--- src/rtl/lsu_pkg.sv ---
// Shared types and constants for the RV32I load/store unit.
package lsu_pkg;

  typedef enum logic [1:0] {
    ST_IDLE = 2'd0,
    ST_BUSY = 2'd1,
    ST_DONE = 2'd2
  } lsu_state_e;

  localparam logic [1:0] SZ_B = 2'b00;
  localparam logic [1:0] SZ_H = 2'b01;
  localparam logic [1:0] SZ_W = 2'b10;

  // Latched data-memory bus payload, held stable for the whole BUSY phase.
  typedef struct packed {
    logic        write;
    logic [31:0] addr;
    logic [31:0] wdata;
    logic [3:0]  byte_en;
  } dmem_bus_t;

  // Halves must be 2-byte aligned, words 4-byte aligned; size 11 is illegal.
  function automatic logic is_misaligned(input logic [1:0] size, input logic [1:0] off);
    logic mis;
    mis = 1'b0;
    case (size)
      SZ_B:    mis = 1'b0;
      SZ_H:    mis = off[0];
      SZ_W:    mis = (off != 2'b00);
      default: mis = 1'b1;
    endcase
    return mis;
  endfunction

endpackage

--- src/rtl/load_store_unit_load_align.sv ---
// Extracts a byte/half/word from a read word and sign- or zero-extends it.
module load_align
  import lsu_pkg::*;
(
  input  logic [31:0] rdata_i,
  input  logic [1:0]  off_i,
  input  logic [1:0]  size_i,
  input  logic        is_signed_i,
  output logic [31:0] data_c_o
);

  logic [15:0] low_c;

  always_comb begin
    low_c    = 16'(rdata_i >> {off_i, 3'b000});
    data_c_o = rdata_i;
    case (size_i)
      SZ_B:    data_c_o = {{24{is_signed_i & low_c[7]}}, low_c[7:0]};
      SZ_H:    data_c_o = {{16{is_signed_i & low_c[15]}}, low_c[15:0]};
      default: data_c_o = rdata_i;
    endcase
  end

endmodule

--- src/rtl/load_store_unit.sv ---
// Memory-stage load/store unit: one request/ack bus transaction per access,
// stalling the core until it completes or times out.
module load_store_unit
  import lsu_pkg::*;
#(
  parameter int unsigned MAX_WAIT = 15
) (
  input  logic        i_clk,
  input  logic        i_rst_n,
  input  logic        i_memReq,
  input  logic        i_memWrite,
  input  logic [2:0]  i_funct3,
  input  logic        i_isLoadSigned,
  input  logic [31:0] i_addr,
  input  logic [31:0] i_storeData,
  output logic        o_stall,
  output logic [31:0] o_loadData,
  output logic        o_loadValid,
  output logic        o_misaligned,
  output logic        o_busError,
  output logic        o_dmemReq,
  output logic        o_dmemWrite,
  output logic [31:0] o_dmemAddr,
  output logic [31:0] o_dmemWdata,
  output logic [3:0]  o_dmemByteEn,
  input  logic        i_dmemAck,
  input  logic [31:0] i_dmemRdata
);

  localparam int unsigned CNT_W = (MAX_WAIT > 1) ? $clog2(MAX_WAIT) : 1;
  localparam logic [CNT_W-1:0] CNT_LAST = CNT_W'(MAX_WAIT - 1);

  lsu_state_e     state_q, state_d;
  logic [CNT_W-1:0] cnt_q, cnt_d;
  logic [1:0]     off_q, off_d;
  logic [1:0]     size_q, size_d;
  logic           signed_q, signed_d;
  logic           req_q, req_d;
  dmem_bus_t      bus_q, bus_d;
  logic [31:0]    load_data_q, load_data_d;
  logic           load_valid_q, load_valid_d;
  logic           bus_err_q, bus_err_d;

  logic [1:0]     size_c;
  logic           mis_c;
  logic           accept_c;
  logic [31:0]    aligned_c;
  logic           unused_funct3_c;

  assign unused_funct3_c = i_funct3[2];
  assign size_c   = i_funct3[1:0];
  assign mis_c    = is_misaligned(size_c, i_addr[1:0]);
  assign accept_c = (state_q == ST_IDLE) & i_memReq & ~mis_c;

  load_align u_load_align (
    .rdata_i     (i_dmemRdata),
    .off_i       (off_q),
    .size_i      (size_q),
    .is_signed_i (signed_q),
    .data_c_o    (aligned_c)
  );

  always_ff @(posedge i_clk or negedge i_rst_n) begin
    if (!i_rst_n) begin
      state_q      <= ST_IDLE;
      cnt_q        <= '0;
      off_q        <= '0;
      size_q       <= '0;
      signed_q     <= 1'b0;
      req_q        <= 1'b0;
      bus_q        <= '0;
      load_data_q  <= '0;
      load_valid_q <= 1'b0;
      bus_err_q    <= 1'b0;
    end else begin
      state_q      <= state_d;
      cnt_q        <= cnt_d;
      off_q        <= off_d;
      size_q       <= size_d;
      signed_q     <= signed_d;
      req_q        <= req_d;
      bus_q        <= bus_d;
      load_data_q  <= load_data_d;
      load_valid_q <= load_valid_d;
      bus_err_q    <= bus_err_d;
    end
  end

  // Next-state: accept in IDLE, wait for ack or timeout in BUSY, one-cycle DONE.
  always_comb begin
    state_d      = state_q;
    cnt_d        = cnt_q;
    off_d        = off_q;
    size_d       = size_q;
    signed_d     = signed_q;
    req_d        = req_q;
    bus_d        = bus_q;
    load_data_d  = load_data_q;
    load_valid_d = 1'b0;
    bus_err_d    = 1'b0;

    case (state_q)
      ST_IDLE: begin
        if (accept_c) begin
          state_d      = ST_BUSY;
          cnt_d        = '0;
          off_d        = i_addr[1:0];
          size_d       = size_c;
          signed_d     = i_isLoadSigned;
          req_d        = 1'b1;
          bus_d        = '0;
          bus_d.write  = i_memWrite;
          bus_d.addr   = {i_addr[31:2], 2'b00};
          if (i_memWrite) begin
            case (size_c)
              SZ_B: begin
                bus_d.wdata   = {4{i_storeData[7:0]}};
                bus_d.byte_en = 4'b0001 << i_addr[1:0];
              end
              SZ_H: begin
                bus_d.wdata   = {2{i_storeData[15:0]}};
                bus_d.byte_en = 4'b0011 << i_addr[1:0];
              end
              default: begin
                bus_d.wdata   = i_storeData;
                bus_d.byte_en = 4'b1111;
              end
            endcase
          end
        end
      end
      ST_BUSY: begin
        // An ack on the final wait cycle still completes normally.
        if (i_dmemAck) begin
          if (!bus_q.write) begin
            load_data_d  = aligned_c;
            load_valid_d = 1'b1;
          end
          state_d = ST_DONE;
          cnt_d   = '0;
          req_d   = 1'b0;
          bus_d   = '0;
        end else if (cnt_q == CNT_LAST) begin
          bus_err_d = 1'b1;
          state_d   = ST_DONE;
          cnt_d     = '0;
          req_d     = 1'b0;
          bus_d     = '0;
        end else begin
          cnt_d = cnt_q + CNT_W'(1);
        end
      end
      ST_DONE: state_d = ST_IDLE;
      default: state_d = ST_IDLE;
    endcase
  end

  // Stall and misalign flags are combinational; reset forces them low too.
  assign o_stall      = i_rst_n & (accept_c | (state_q == ST_BUSY));
  assign o_misaligned = i_rst_n & (state_q == ST_IDLE) & i_memReq & mis_c;

  assign o_loadData   = load_data_q;
  assign o_loadValid  = load_valid_q;
  assign o_busError   = bus_err_q;
  assign o_dmemReq    = req_q;
  assign o_dmemWrite  = bus_q.write;
  assign o_dmemAddr   = bus_q.addr;
  assign o_dmemWdata  = bus_q.wdata;
  assign o_dmemByteEn = bus_q.byte_en;

endmodule

--- config.mk ---
export PLATFORM = sky130hd
export DESIGN_NAME = load_store_unit
export DESIGN_NICKNAME = d
export VERILOG_FILES = /design/src/rtl/lsu_pkg.sv /design/src/rtl/load_store_unit_load_align.sv /design/src/rtl/load_store_unit.sv
export SDC_FILE = /design/constraint.sdc
export NUM_CORES = 1
export LEC_CHECK = 0
export ABC_AREA = 1
export CORE_UTILIZATION = 49
export DETAILED_ROUTE_END_ITERATION = 16
export PLACE_DENSITY = 0.91
export SLEW_MARGIN = 10
export SYNTH_ARGS = -nofsm -noshare
export SYNTH_HDL_FRONTEND = slang
export SYNTH_HIERARCHICAL = 1
export SYNTH_SLANG_ARGS = --single-unit
--- constraint.sdc ---
create_clock -name i_clk -period 4.1 [get_ports i_clk]
set_input_delay 0.82 -clock i_clk [delete_from_list [all_inputs] [get_ports i_clk]]
set_output_delay 0.82 -clock i_clk [all_outputs]
set_load 0.02 [all_outputs]
==> flow_summary.ini <==
[outcome]
status = finished, final reports clean

[detailed_routing]
finalWirelength_um = 17800
dr_total_vias = 6076
wl_per_cell_um = 15.5
viasPerCell = 5.32
ant_nets = 0
dr.pass1.iters = 5
drt_iter0_markers = 578
drc_errors = 0

[floorplanning]
die_area_sq_um = 12300
fp.dieH_um = 111
die_w_um = 111
coreArea_sq_um = 11500
start_util_pct = 50.5
io_pins = 211
row_count = 39

[cts]
cts_sinks = 113
clkSlewWorstSetupHoldPaths_ps = 50
root_buffer = clkbuf_16
htreeDepth = 4
post_cts_buffers = 0
insertion_delay_ps = 420
cts_hold_buf = 0
cts_tree = done
cts_buffers = 17
clockBufferDepth = 2
cts_resized = 0

[critical_path]
crit_start = i_addr[1]
critical_path_class = in -> out
r2r-start = state_q[1]
worst-r2r-cell-count = 8
worstSetupEndpoint = o_stall
critical_path_required_ps = 3280
cp-start-kind = input port
crit_path_end_kind = output pin
r2r_end = o_dmemWdata[1]
critPathMaxFanout = 15
worstPathArrival_ps = 2740
reg2reg_slack_ps = 1610

[power]
ir_drop_uv = 414
power.leakage_nw = 4.29
powerDensity_nw_per_um2 = 607
switching_share_pct = 37.0
p_int_mw = 3.23
p_comb_share_pct = 38.4
switchingPower_mw = 1.89
seq_power_share_pct = 33.0
power_frac_clock_pct = 28.5

[sta]
tns_ps = 0
tightest_slew_ps = 934
finalCritPeriodShare_pct = 86.8
setup_ws_ps = 541
min_period_ps = 3560
finalSetupViolCount = 0
grt_setup_unrepaired = no
skew_ps = 5.23
max-slew-margin-rel_pct = 37.7
report.final.slew_viol_count = 0
fmax_ghz = 0.281
hold_viol = 0

[grt]
grt_pass1_vias = 5723
grt_overflow = 0
grt_pass1_wl_um = 28800
grt.total_usage_pct = 30.0
antenna_found_initial = 0
grt_max_degree = 69

[synth]
ys_warn_count = 6
synth_cells = 797
synth-seq-cells = 113
synth_area_sq_um = 5790
ys_seq_area_share_pct = 48.8
synth.avg_cell_area_sq_um = 7.27
synthDistinctLibCells = 26

[min_path]
hold_class = reg -> reg
hp-start = o_dmemAddr[29]

[finish]
final_nets = 1095
final_cell_mix = 392 x nand2_1, 206 x clkdlybuf4s50_1, 113 x dfrtp_1
syn_to_final_growth_pct = 45.7
drive_gt1_share_pct = 5.90
num_antenna_cells = 0
final_common_cell = nand2_1
num-fill-cells = 876
finalNonFillerCells = 1143

[place]
portBuffers = 207
dp_cells = 1112
dp_slack_ps = 566
hpwl_um = 12200
routabilityCongestion = 0.944

[run]
drv_cap = 0
worst min path at each step:
stage,slack (ps),cells after the start,endpoint
2_1_floorplan,450,2,size_q[1]
3_3_place_gp,450,2,o_dmemAddr[15]
6_report,470,2,o_dmemAddr[29]
4_1_cts,470,2,o_dmemAddr[21]
3_5_place_dp,460,2,o_dmemAddr[21]
5_1_grt,480,2,o_dmemAddr[21]
metrics by stage:
stage | cell area [sq um] | utilization (%) | total power, mW | hold WS, ps
after floorplan | 5800 | - | 2.76 | 454
after detailed placement | 7850 | 68.5 | 3.66 | 458
after global placement | 7850 | 68.5 | 3.61 | 453
after global routing | 8440 | 73.6 | 5.41 | 480
final | 8440 | 73.6 | 5.12 | 467
after CTS | 8440 | 73.6 | 5.15 | 471
cell usage after synthesis:
master | count | area [sq um]
buf_4 | 4 | 30.0
dfrtp_1 | 113 | 2830
nand4_1 | 10 | 62.6
nor2_1 | 54 | 203
nand3_4 | 2 | 35.0
nand2_2 | 5 | 31.3
nand2_1 | 392 | 1470
clkinv_1 | 1 | 3.75
ha_1 | 2 | 25.0
buf_2 | 15 | 75.1
conb_1 | 1 | 3.75
a21oi_1 | 3 | 15.0
buf_6 | 9 | 101
inv_6 | 1 | 8.76
o21ai_0 | 55 | 275
inv_2 | 4 | 15.0
inv_4 | 1 | 6.26
clkbuf_2 | 1 | 5.00
xnor2_1 | 1 | 8.76
nor2_8 | 1 | 20.0
nand3_1 | 65 | 325
clkbuf_1 | 16 | 60.1
nor2_4 | 3 | 33.8
nor3_1 | 2 | 10.0
o21ai_1 | 3 | 15.0
inv_1 | 33 | 124
logic make-up (layout without fill, tap and decap cells):
family / count (synthesis) / count (layout) / synth area share (%)
AND/OR/NAND/NOR: 534 / 534 / 37.8
flip-flops: 113 / 113 / 48.8
buffers and inverters: 85 / 287 / 7.41
AO/OA/AOI/OAI: 61 / 61 / 5.27
adder cells (fa/ha/maj): 2 / 2 / 0.432
other: 1 / 2 / 0.0647
XOR/XNOR: 1 / 1 / 0.151
power groups by stage:
stage / combinational (mW) / sequential, mW / clock [mW]
2_1_floorplan: 0.747 / 2.01 / 0
3_3_place_gp: 1.92 / 1.69 / 0
3_5_place_dp: 1.96 / 1.70 / 0
4_1_cts: 1.98 / 1.69 / 1.48
5_1_grt: 2.13 / 1.73 / 1.54
6_report: 1.97 / 1.69 / 1.46
flip-flops by register name (all words and copies together), names as in the netlist, 2 cells and up:
signal        count
cnt_q             4
o_dmemAddr       30
o_dmemByteEn      4
o_dmemWdata      32
o_loadData       32
off_q             2
size_q            2
state_q           2
critical path, cell delays in order:
cell and delay, ps:
clkdlybuf4s50_1 490, nor2_1 160, nand2_1 120, nand2_1 140, nand2_2 180, a21oi_1 200
clkdlybuf4s50_1 620
layer usage:
metal  up-vias  GRT usage, %  share of wire, %
met2       321          48.2                48
met4         0          12.5               2.9
met1      2840          37.1                39
li1       2872             -                 -
met3        43          10.1               9.9
met5         -             0                 0
layout make-up:
class	instances	area (sq um)	share of cell area (%)
sequential	113	2830	33.5
clock buffer	19	453	5.37
tap	143	179	2.12
timing repair buffer	216	2140	25.3
clock inverter	12	135	1.60
multi-input combinational	600	2550	30.2
inverter	40	158	1.87
Power figures use the tool's default switching activity.
